<file path="src/rtl/vrased_rst_ctrl.sv">
// vrased_rst_ctrl: downstream reset controller for the VRASED monitors.
// Monitor reset requests become a stretched, registered sys_rst pulse.
// The block records which monitors asked for it, then waits for the core
// to fetch from RESET_HANDLER before it re-arms. The monitors keep their
// request lines high until they see the handler PC, plus one registered
// cycle. That tail is absorbed in HOLD/WAIT/ARM and never re-triggers.
module vrased_rst_ctrl #(
  parameter int          N_SRC         = 4,
  parameter int          HOLD_CYCLES   = 16,     // 1..255
  parameter int          WAIT_MAX      = 1024,   // 2..65535
  parameter logic [15:0] RESET_HANDLER = 16'hfffe
) (
  input  logic             clk,
  input  logic             reset,
  input  logic [15:0]      pc,
  input  logic [N_SRC-1:0] viol,
  input  logic             cause_clr,
  output logic             sys_rst,
  output logic [N_SRC-1:0] cause,
  output logic [7:0]       rst_cnt,
  output logic             timeout
);

  typedef enum logic [1:0] {
    S_HOLD = 2'd0,
    S_WAIT = 2'd1,
    S_ARM  = 2'd2,
    S_IDLE = 2'd3
  } state_t;

  // The hold counter is loaded with HOLD_CYCLES-1 and counts down to zero.
  // That gives exactly HOLD_CYCLES cycles of sys_rst.
  localparam logic [7:0]  HOLD_INIT = 8'(HOLD_CYCLES - 1);
  // The wait counter starts at 0 on WAIT entry. The timeout fires on the
  // cycle it reads WAIT_MAX-1, which is WAIT_MAX cycles after entry.
  localparam logic [15:0] WAIT_LAST = 16'(WAIT_MAX - 1);

  state_t           state, state_d;
  logic [7:0]       hold_cnt, hold_d;
  logic [15:0]      wait_cnt, wait_d;
  logic             sys_rst_d;
  logic [N_SRC-1:0] cause_d;
  logic [7:0]       rst_cnt_d;
  logic             timeout_d;

  logic       any_viol;
  logic       at_handler;
  logic [7:0] rst_cnt_inc;

  assign any_viol    = |viol;
  assign at_handler  = (pc == RESET_HANDLER);
  // The event counter sticks at 8'hff instead of wrapping.
  assign rst_cnt_inc = (rst_cnt == 8'hff) ? rst_cnt : rst_cnt + 8'd1;

  // State and output registers; reset re-launches the power-on pulse.
  always_ff @(posedge clk) begin
    if (reset) begin
      state    <= S_HOLD;
      hold_cnt <= HOLD_INIT;
      wait_cnt <= 16'd0;
      sys_rst  <= 1'b1;
      cause    <= '0;
      rst_cnt  <= 8'd0;
      timeout  <= 1'b0;
    end else begin
      state    <= state_d;
      hold_cnt <= hold_d;
      wait_cnt <= wait_d;
      sys_rst  <= sys_rst_d;
      cause    <= cause_d;
      rst_cnt  <= rst_cnt_d;
      timeout  <= timeout_d;
    end
  end

  // Next-state and next-output logic. Every register holds unless a state
  // arm below updates it.
  always_comb begin
    state_d   = state;
    hold_d    = hold_cnt;
    wait_d    = wait_cnt;
    sys_rst_d = sys_rst;
    cause_d   = cause;
    rst_cnt_d = rst_cnt;
    timeout_d = timeout;

    case (state)
      // Pulse in progress. Late requests only widen the recorded cause.
      // They neither stretch the pulse nor count as a new event.
      S_HOLD: begin
        sys_rst_d = 1'b1;
        cause_d   = cause | viol;
        if (hold_cnt == 8'd0) begin
          state_d   = S_WAIT;
          sys_rst_d = 1'b0;
          wait_d    = 16'd0;
        end else begin
          hold_d = hold_cnt - 8'd1;
        end
      end

      // Released; waiting for the reset-vector fetch. Monitors are still
      // asserting here, so their requests are logged but never trigger.
      // A handler fetch takes priority over an expiring timer.
      S_WAIT: begin
        sys_rst_d = 1'b0;
        cause_d   = cause | viol;
        if (at_handler) begin
          state_d = S_ARM;
        end else if (wait_cnt == WAIT_LAST) begin
          state_d   = S_HOLD;
          sys_rst_d = 1'b1;
          hold_d    = HOLD_INIT;
          timeout_d = 1'b1;
          rst_cnt_d = rst_cnt_inc;
        end else begin
          wait_d = wait_cnt + 16'd1;
        end
      end

      // One blind cycle. It covers the monitors' registered release after
      // they see the handler PC, so viol is ignored completely here.
      S_ARM: begin
        sys_rst_d = 1'b0;
        state_d   = S_IDLE;
      end

      // Armed. Any request starts a new reset. A clear arriving in the
      // same cycle as a request is dropped, so the new cause is not lost.
      S_IDLE: begin
        sys_rst_d = 1'b0;
        if (any_viol) begin
          state_d   = S_HOLD;
          sys_rst_d = 1'b1;
          hold_d    = HOLD_INIT;
          cause_d   = cause | viol;
          rst_cnt_d = rst_cnt_inc;
        end else if (cause_clr) begin
          cause_d   = '0;
          timeout_d = 1'b0;
        end
      end

      default: begin
        state_d   = S_HOLD;
        sys_rst_d = 1'b1;
        hold_d    = HOLD_INIT;
      end
    endcase
  end

endmodule
</file>
<file path="config.mk">
export PLATFORM = sky130hd
export DESIGN_NAME = vrased_rst_ctrl
export DESIGN_NICKNAME = d
export VERILOG_FILES = /design/src/rtl/vrased_rst_ctrl.sv
export SDC_FILE = /design/constraint.sdc
export NUM_CORES = 1
export LEC_CHECK = 0
export CORE_ASPECT_RATIO = 1.25
export CORE_MARGIN = 2
export CORE_UTILIZATION = 52
export CTS_CLUSTER_DIAMETER = 200
export CTS_CLUSTER_SIZE = 10
export DETAILED_ROUTE_END_ITERATION = 12
export MAX_ROUTING_LAYER = met4
export PLACE_DENSITY_LB_ADDON = 0.2
export SKIP_CTS_REPAIR_TIMING = 1
export SLEW_MARGIN = 10
export SYNTH_ARGS = -nofsm -noshare
export SYNTH_HDL_FRONTEND = slang
export SYNTH_SLANG_ARGS = --single-unit
</file>
<file path="constraint.sdc">
create_clock -name clk -period 2.5 [get_ports clk]
set_input_delay 0.5 -clock clk [delete_from_list [all_inputs] [get_ports clk]]
set_output_delay 0.5 -clock clk [all_outputs]
set_load 0.03 [all_outputs]
</file>
Yosys cells after proc, flatten, opt, wreduce, memory -nomap -nowiden
Cells that the tools add are included.
{"block": "word_totals", "ff_bits": 40, "inputBits": 23, "output_inout_bits": 14, "wordCells": 73}
{"block": "classes", "addsub": 3, "eq_ne": 16, "mux": 32, "bitwise": 1, "reduce_logical": 14}
{"operator": "two-way mux 8 bit", "n": 8}
{"operator": "two-way mux 16 bit", "n": 3}
{"operator": "one-hot mux 16 bit (2 select lines)", "n": 1}
{"operator": "one-hot mux 8 bit (3 select lines)", "n": 1}
{"operator": "adder 16 x 1 -> 16 bit, second input constant", "n": 1}
{"operator": "equality test 16 x 10 -> 1 bit, second input constant", "n": 1}
{"operator": "equality test 16 bit, second input constant", "n": 1}
{"operator": "inequality test 2 bit, second input constant", "n": 8}
{"operator": "one-hot mux 8 bit (2 select lines)", "n": 1}
{"operator": "AND reduction 5 bit", "n": 2}
{"operator": "adder 8 x 1 -> 8 bit, second input constant", "n": 1}
{"operator": "equality test 8 bit, second input constant", "n": 1}
{"operator": "zero test 8 bit", "n": 1}
{"operator": "two-way mux 1 bit", "n": 8}
{"operator": "two-way mux 2 bit", "n": 4}
{"operator": "two-way mux 4 bit", "n": 2}
{"operator": "one-hot mux 2 bit (4 select lines)", "n": 1}
{"operator": "one-hot mux 4 bit (2 select lines)", "n": 1}
{"operator": "AND reduction 4 bit", "n": 2}
{"operator": "subtractor 8 x 1 -> 8 bit, second input constant", "n": 1}
{"operator": "inequality test 3 bit, second input constant", "n": 2}
{"operator": "nonzero test 2 bit", "n": 3}
{"operator": "equality test 2 bit, second input constant", "n": 2}
{"operator": "bitwise OR 4 bit", "n": 1}
{"operator": "other kinds (9)", "n": 9}

Logic depth before layout (Yosys ltp)
{"block": "depth", "depth_word": 5, "depth_mapped": 9, "ltp_nobuf": 7}

Worst setup path before layout
OpenSTA, ideal clock, no wires.
{"block": "synth_path", "path_kind": "input to register", "from": "input viol[2]", "to": "register hold_cnt[3]", "setup_ns": 0.129, "arrival_ns": 2.067, "required_time_ns": 2.371, "slack_ns": 0.304, "path_stages": 6, "n_path_buf": 1, "cell_sequence": "or4_1 and3_1 a211oi_1 clkbuf_1 o2111a_1 nor2_1"}
{"block": "synth_via", "elab_chain_cells": 3}
{"item": "start, declared", "line": "16", "text": "input logic [N_SRC-1:0] viol,"}
{"item": "OR reduction 4 bit", "line": "50", "text": "assign any_viol = |viol;"}
{"item": "inequality test 2 bit (no source line)"}
{"item": "AND reduction 5 bit (no source line)"}
{"item": "end signal, assigned", "line": "67", "text": "hold_cnt <= hold_d;"}
{"item": "end, declared", "line": "39", "text": "logic [7:0] hold_cnt, hold_d;"}
No other way between the ends.
A chain may end at the register's enable or synchronous reset.

Worst setup path after layout
{"block": "layout_path", "from": "register wait_cnt[11]", "to": "register rst_cnt[4]"}
{"block": "layout_via", "elab_chain_cells": 3}
{"item": "start, declared", "line": "40", "text": "logic [15:0] wait_cnt, wait_d;"}
{"item": "start signal, assigned", "line": "68", "text": "wait_cnt <= wait_d;"}
{"item": "equality test 16 x 10 -> 1 bit", "line": "110", "text": "end else if (wait_cnt == WAIT_LAST) begin"}
{"item": "inequality test 2 bit (no source line)"}
{"item": "AND reduction 4 bit (no source line)"}
{"item": "end signal, assigned", "line": "71", "text": "rst_cnt <= rst_cnt_d;"}
{"item": "end, declared", "line": "20", "text": "output logic [7:0] rst_cnt,"}
No other way between the ends.

==> summary.md <==
| Metric | Value |
|---|---|
| RSZ-0062 raised after global routing | false |
| Vias in the first global route | 1841 |
| Number of synthesized flops with an enable pin | 0 |
| DIE HEIGHT | 74.1 um |
| CTS sink count | 40 |
| Ys async rst share | 0% |
| Slew at the pin closest to its max-slew limit | about 0.53 ns |
| DR iter-0 viols | about 120 |
| First-pass DRT Iterations | 5 |
| Outcome | finished clean |
| Ranking of synthesized cells by area | dfxtp_1 (39%), a21oi_1 (6.6%), or3_1 (4.3%) |
| Initial core utilization | 54.0% |
| Crit path top cell by count | buf_4 |
| Worst skew pair latency | 0.29 ns |
| Via-to-Cell Ratio | 5.85 |
| Initial antenna violation count | 0 |
| Synthesized cell area | 2040 um^2 |
| Maxcap violations | 0 |
| Die width | 60.1 um |
| Synth Flop Type | dfxtp_1 |
| Peak VDD IR | 0.422 mV |
| Net Sw Frac | 22.8% |
| Worst Setup Path Type | flip-flop to flip-flop |
| Worst Path Arrival | 2.50 ns |
| Routed wire length | about 4700 um |
| Power, Total | 1.19 mW |
| Critical Path End Type | flip-flop |
| Core area | about 3800 um^2 |
| Clock share of power | a little under two fifths |
| Syn_area_per_cell | 8.48 um^2 |
| IO Port Bufs | 36 |
| P_int | between 0.9 and 1 mW |
| Layout area overhead | 29.6% |
| CP peak stage delay | 0.55 ns |
| Row Count | 25 |
| Post-route minimum period | about 2.3 ns |
| PwrDens | 450 nW/um^2 |
| RD Place Congestion | roughly 0.86 |
| DR vias | 2019 |
| Root Buffer | clkbuf_8 |
| Max Freq | 439 MHz |
| Fillers | 318 |
| H-tree depth | 2 |
| Antenna diode instance count | 0 |
| Final setup vio count | 0 |
| Mapped Cells | 241 |
| Net Sw Power | about 0.27 mW |
| HPWL Detailed | roughly 3600 um |
| Critical path data required time | 2.73 ns |
| P_leak | roughly 0.93 nW |
| Hold Crit Class | flip-flop to flip-flop |
| Final net count | roughly 320 |
| Yosys top cell area share | about two fifths |
| First-pass GRT wire length | 8070 um |
| Largest buffer count on any clock path | 2 |
| Final Hold Fails | 0 |
| TNS Setup | 0 ns |
| Max-slew headroom | around 64% |
| Ratio of cells with drive above 1 in the final layout | a little over a tenth |
| Largest area contributor in the netlist | dfxtp_1 |
| Drt wl/cell | 13.7 um |
| Final Max Slew Viols | 0 |
| Drt drc | 0 |
| Library cells used by synthesis | 51 |
| #FFs+latches synth | 40 |
| Largest net degree at the start of global routing | 26 |
| Number of CTS-inserted buffers | 5 |
| I/O pins | 37 |
| Worst-path fanout max | 12 |
| Yosys warning total | 0 |
| CTS tree | built |
| CTS clk-pin slew, worst paths | 0.08 ns |
| Flop pwr share | 54.8% |
| Syn Nets | 268 |
| CP Cell Sequence | or4_4 > nor4_4 > a21oi_2 > buf_4 > buf_4 > or4_1 > a21oi_1 |
| Die footprint | between 4000 and 5000 um^2 |
| Register area share after synthesis | 39.2% |
| Crit start category | flip-flop |
| GRT Resource Usage Total | 24.1% |
| Combinational share of power | 8.3% |
| Post-route ant nets | 0 |
| Clock skew | 0.00844 ns |
| Period utilization | 91.1% |
| GRT Residual Overflow | 0 |
| CP max-delay cell | or4_4 |
## metal layers
metal | track usage [%] | up-vias | routed length [um]
met5 | - | - | 0
met4 | 10.1 | 0 | 128
met3 | 5.04 | 19 | 168
met2 | 39.5 | 55 | 2380
met1 | 28.4 | 929 | 2060
li1 | - | 1016 | -
## cell usage after synthesis (5+ instances only)
cell	number
or4_1	7
mux2i_1	5
inv_1	5
nand4_1	8
or3_1	14
nand3_1	11
dfxtp_1	40
clkbuf_1	7
nor2_1	12
nand2b_1	7
nand2_1	19
a21oi_1	27
o21ai_0	14
## registers in the layout (all words and copies together), names as in the netlist, named ones only
signal,cells
timeout,1
cause,4
rst_cnt,8
state,1
wait_cnt,16
sys_rst,1
hold_cnt,8
## through the flow
stage	util [%]	instances	setup slack, ns	instance area, um^2	hold WS, ns
after global placement	67.5	337	0.000134	2550	0.454
after CTS	70.0	345	0.218	2650	0.483
after detailed placement	67.5	337	-0.0232	2550	0.466
after global routing	70.0	345	0.115	2650	0.512
final	70.0	345	0.223	2650	0.472
after floorplan	-	241	0.304	2040	0.453
## path summary, 6_finish.rpt
path,from,end,slack [ns],depth (start not counted)
max,wait_cnt[11]$_SDFFE_PP0P_,rst_cnt[4]$_SDFFE_PP0P_,0.22,7
min,cause[1]$_SDFFE_PP0P_,cause[1]$_SDFFE_PP0P_,0.47,2
max reg2reg,wait_cnt[11]$_SDFFE_PP0P_,rst_cnt[4]$_SDFFE_PP0P_,0.22,7
min reg2reg,cause[1]$_SDFFE_PP0P_,cause[1]$_SDFFE_PP0P_,0.47,2
## final cells by class
| class | count | area [um^2] | share of cell area [%] |
|---|---|---|---|
| Clock inverter | 2 | 10.0 | 0.378 |
| Inverter | 5 | 18.8 | 0.709 |
| Sequential cell | 40 | 801 | 30.2 |
| Clock buffer | 6 | 82.6 | 3.12 |
| Multi-Input combinational cell | 187 | 1180 | 44.7 |
| Timing Repair Buffer | 51 | 485 | 18.3 |
| Tap cell | 54 | 67.6 | 2.55 |
## power by group through the flow
stage / Clock (mW) / Sequential (mW) / Combinational [mW]
final: 0.440 / 0.653 / 0.0993
after global routing: 0.474 / 0.654 / 0.108
after CTS: 0.453 / 0.653 / 0.100
after detailed placement: 0 / 0.668 / 0.0995
after global placement: 0 / 0.668 / 0.0976
after floorplan: 0 / 0.676 / 0.0304
## cell families (layout without fill, tap and decap cells)
| logic type | count (synthesis) | count (layout) | share of synthesized area (%) |
|---|---|---|---|
| AOI/OAI and AO/OA | 72 | 72 | 21.8 |
| and+or+nand+nor | 104 | 104 | 30.2 |
| buffers and inverters | 14 | 64 | 2.94 |
| adders and majority gates | 4 | 4 | 2.45 |
| DFF | 40 | 40 | 39.2 |
| muxes | 6 | 6 | 3.00 |
| xor gates and xnor gates | 1 | 1 | 0.429 |
## cells in the final DEF, fill, tap and decap left out, types with 3 or more instances in the layout
master / Yosys / routed
nor3_1: 4 / 4
nor2_1: 12 / 12
clkdlybuf4s50_1: 0 / 36
ha_1: 4 / 4
o31ai_1: 4 / 4
nand2b_1: 7 / 7
or4_1: 7 / 7
clkbuf_8: 0 / 6
nand2_1: 19 / 19
o21ai_0: 14 / 14
nor2b_1: 3 / 3
inv_1: 5 / 5
a211oi_1: 3 / 3
or3_1: 14 / 14
a21oi_1: 27 / 27
mux2i_1: 5 / 5
o21ai_1: 4 / 4
buf_4: 2 / 14
nand3_1: 11 / 11
dfxtp_1: 40 / 40
and4_1: 4 / 4
nand4_1: 8 / 8
a31oi_1: 3 / 3
## worst max-delay path: cells and delay by family, from the launching register on
kind | cells | cell delay [ns]
and+or+nand+nor | 3 | 1.31
AOI/OAI and AO/OA | 2 | 0.22
DFF | 1 | 0.34
buffers and inverters | 2 | 0.34
No activity file was read; power rests on OpenSTA's default activity.
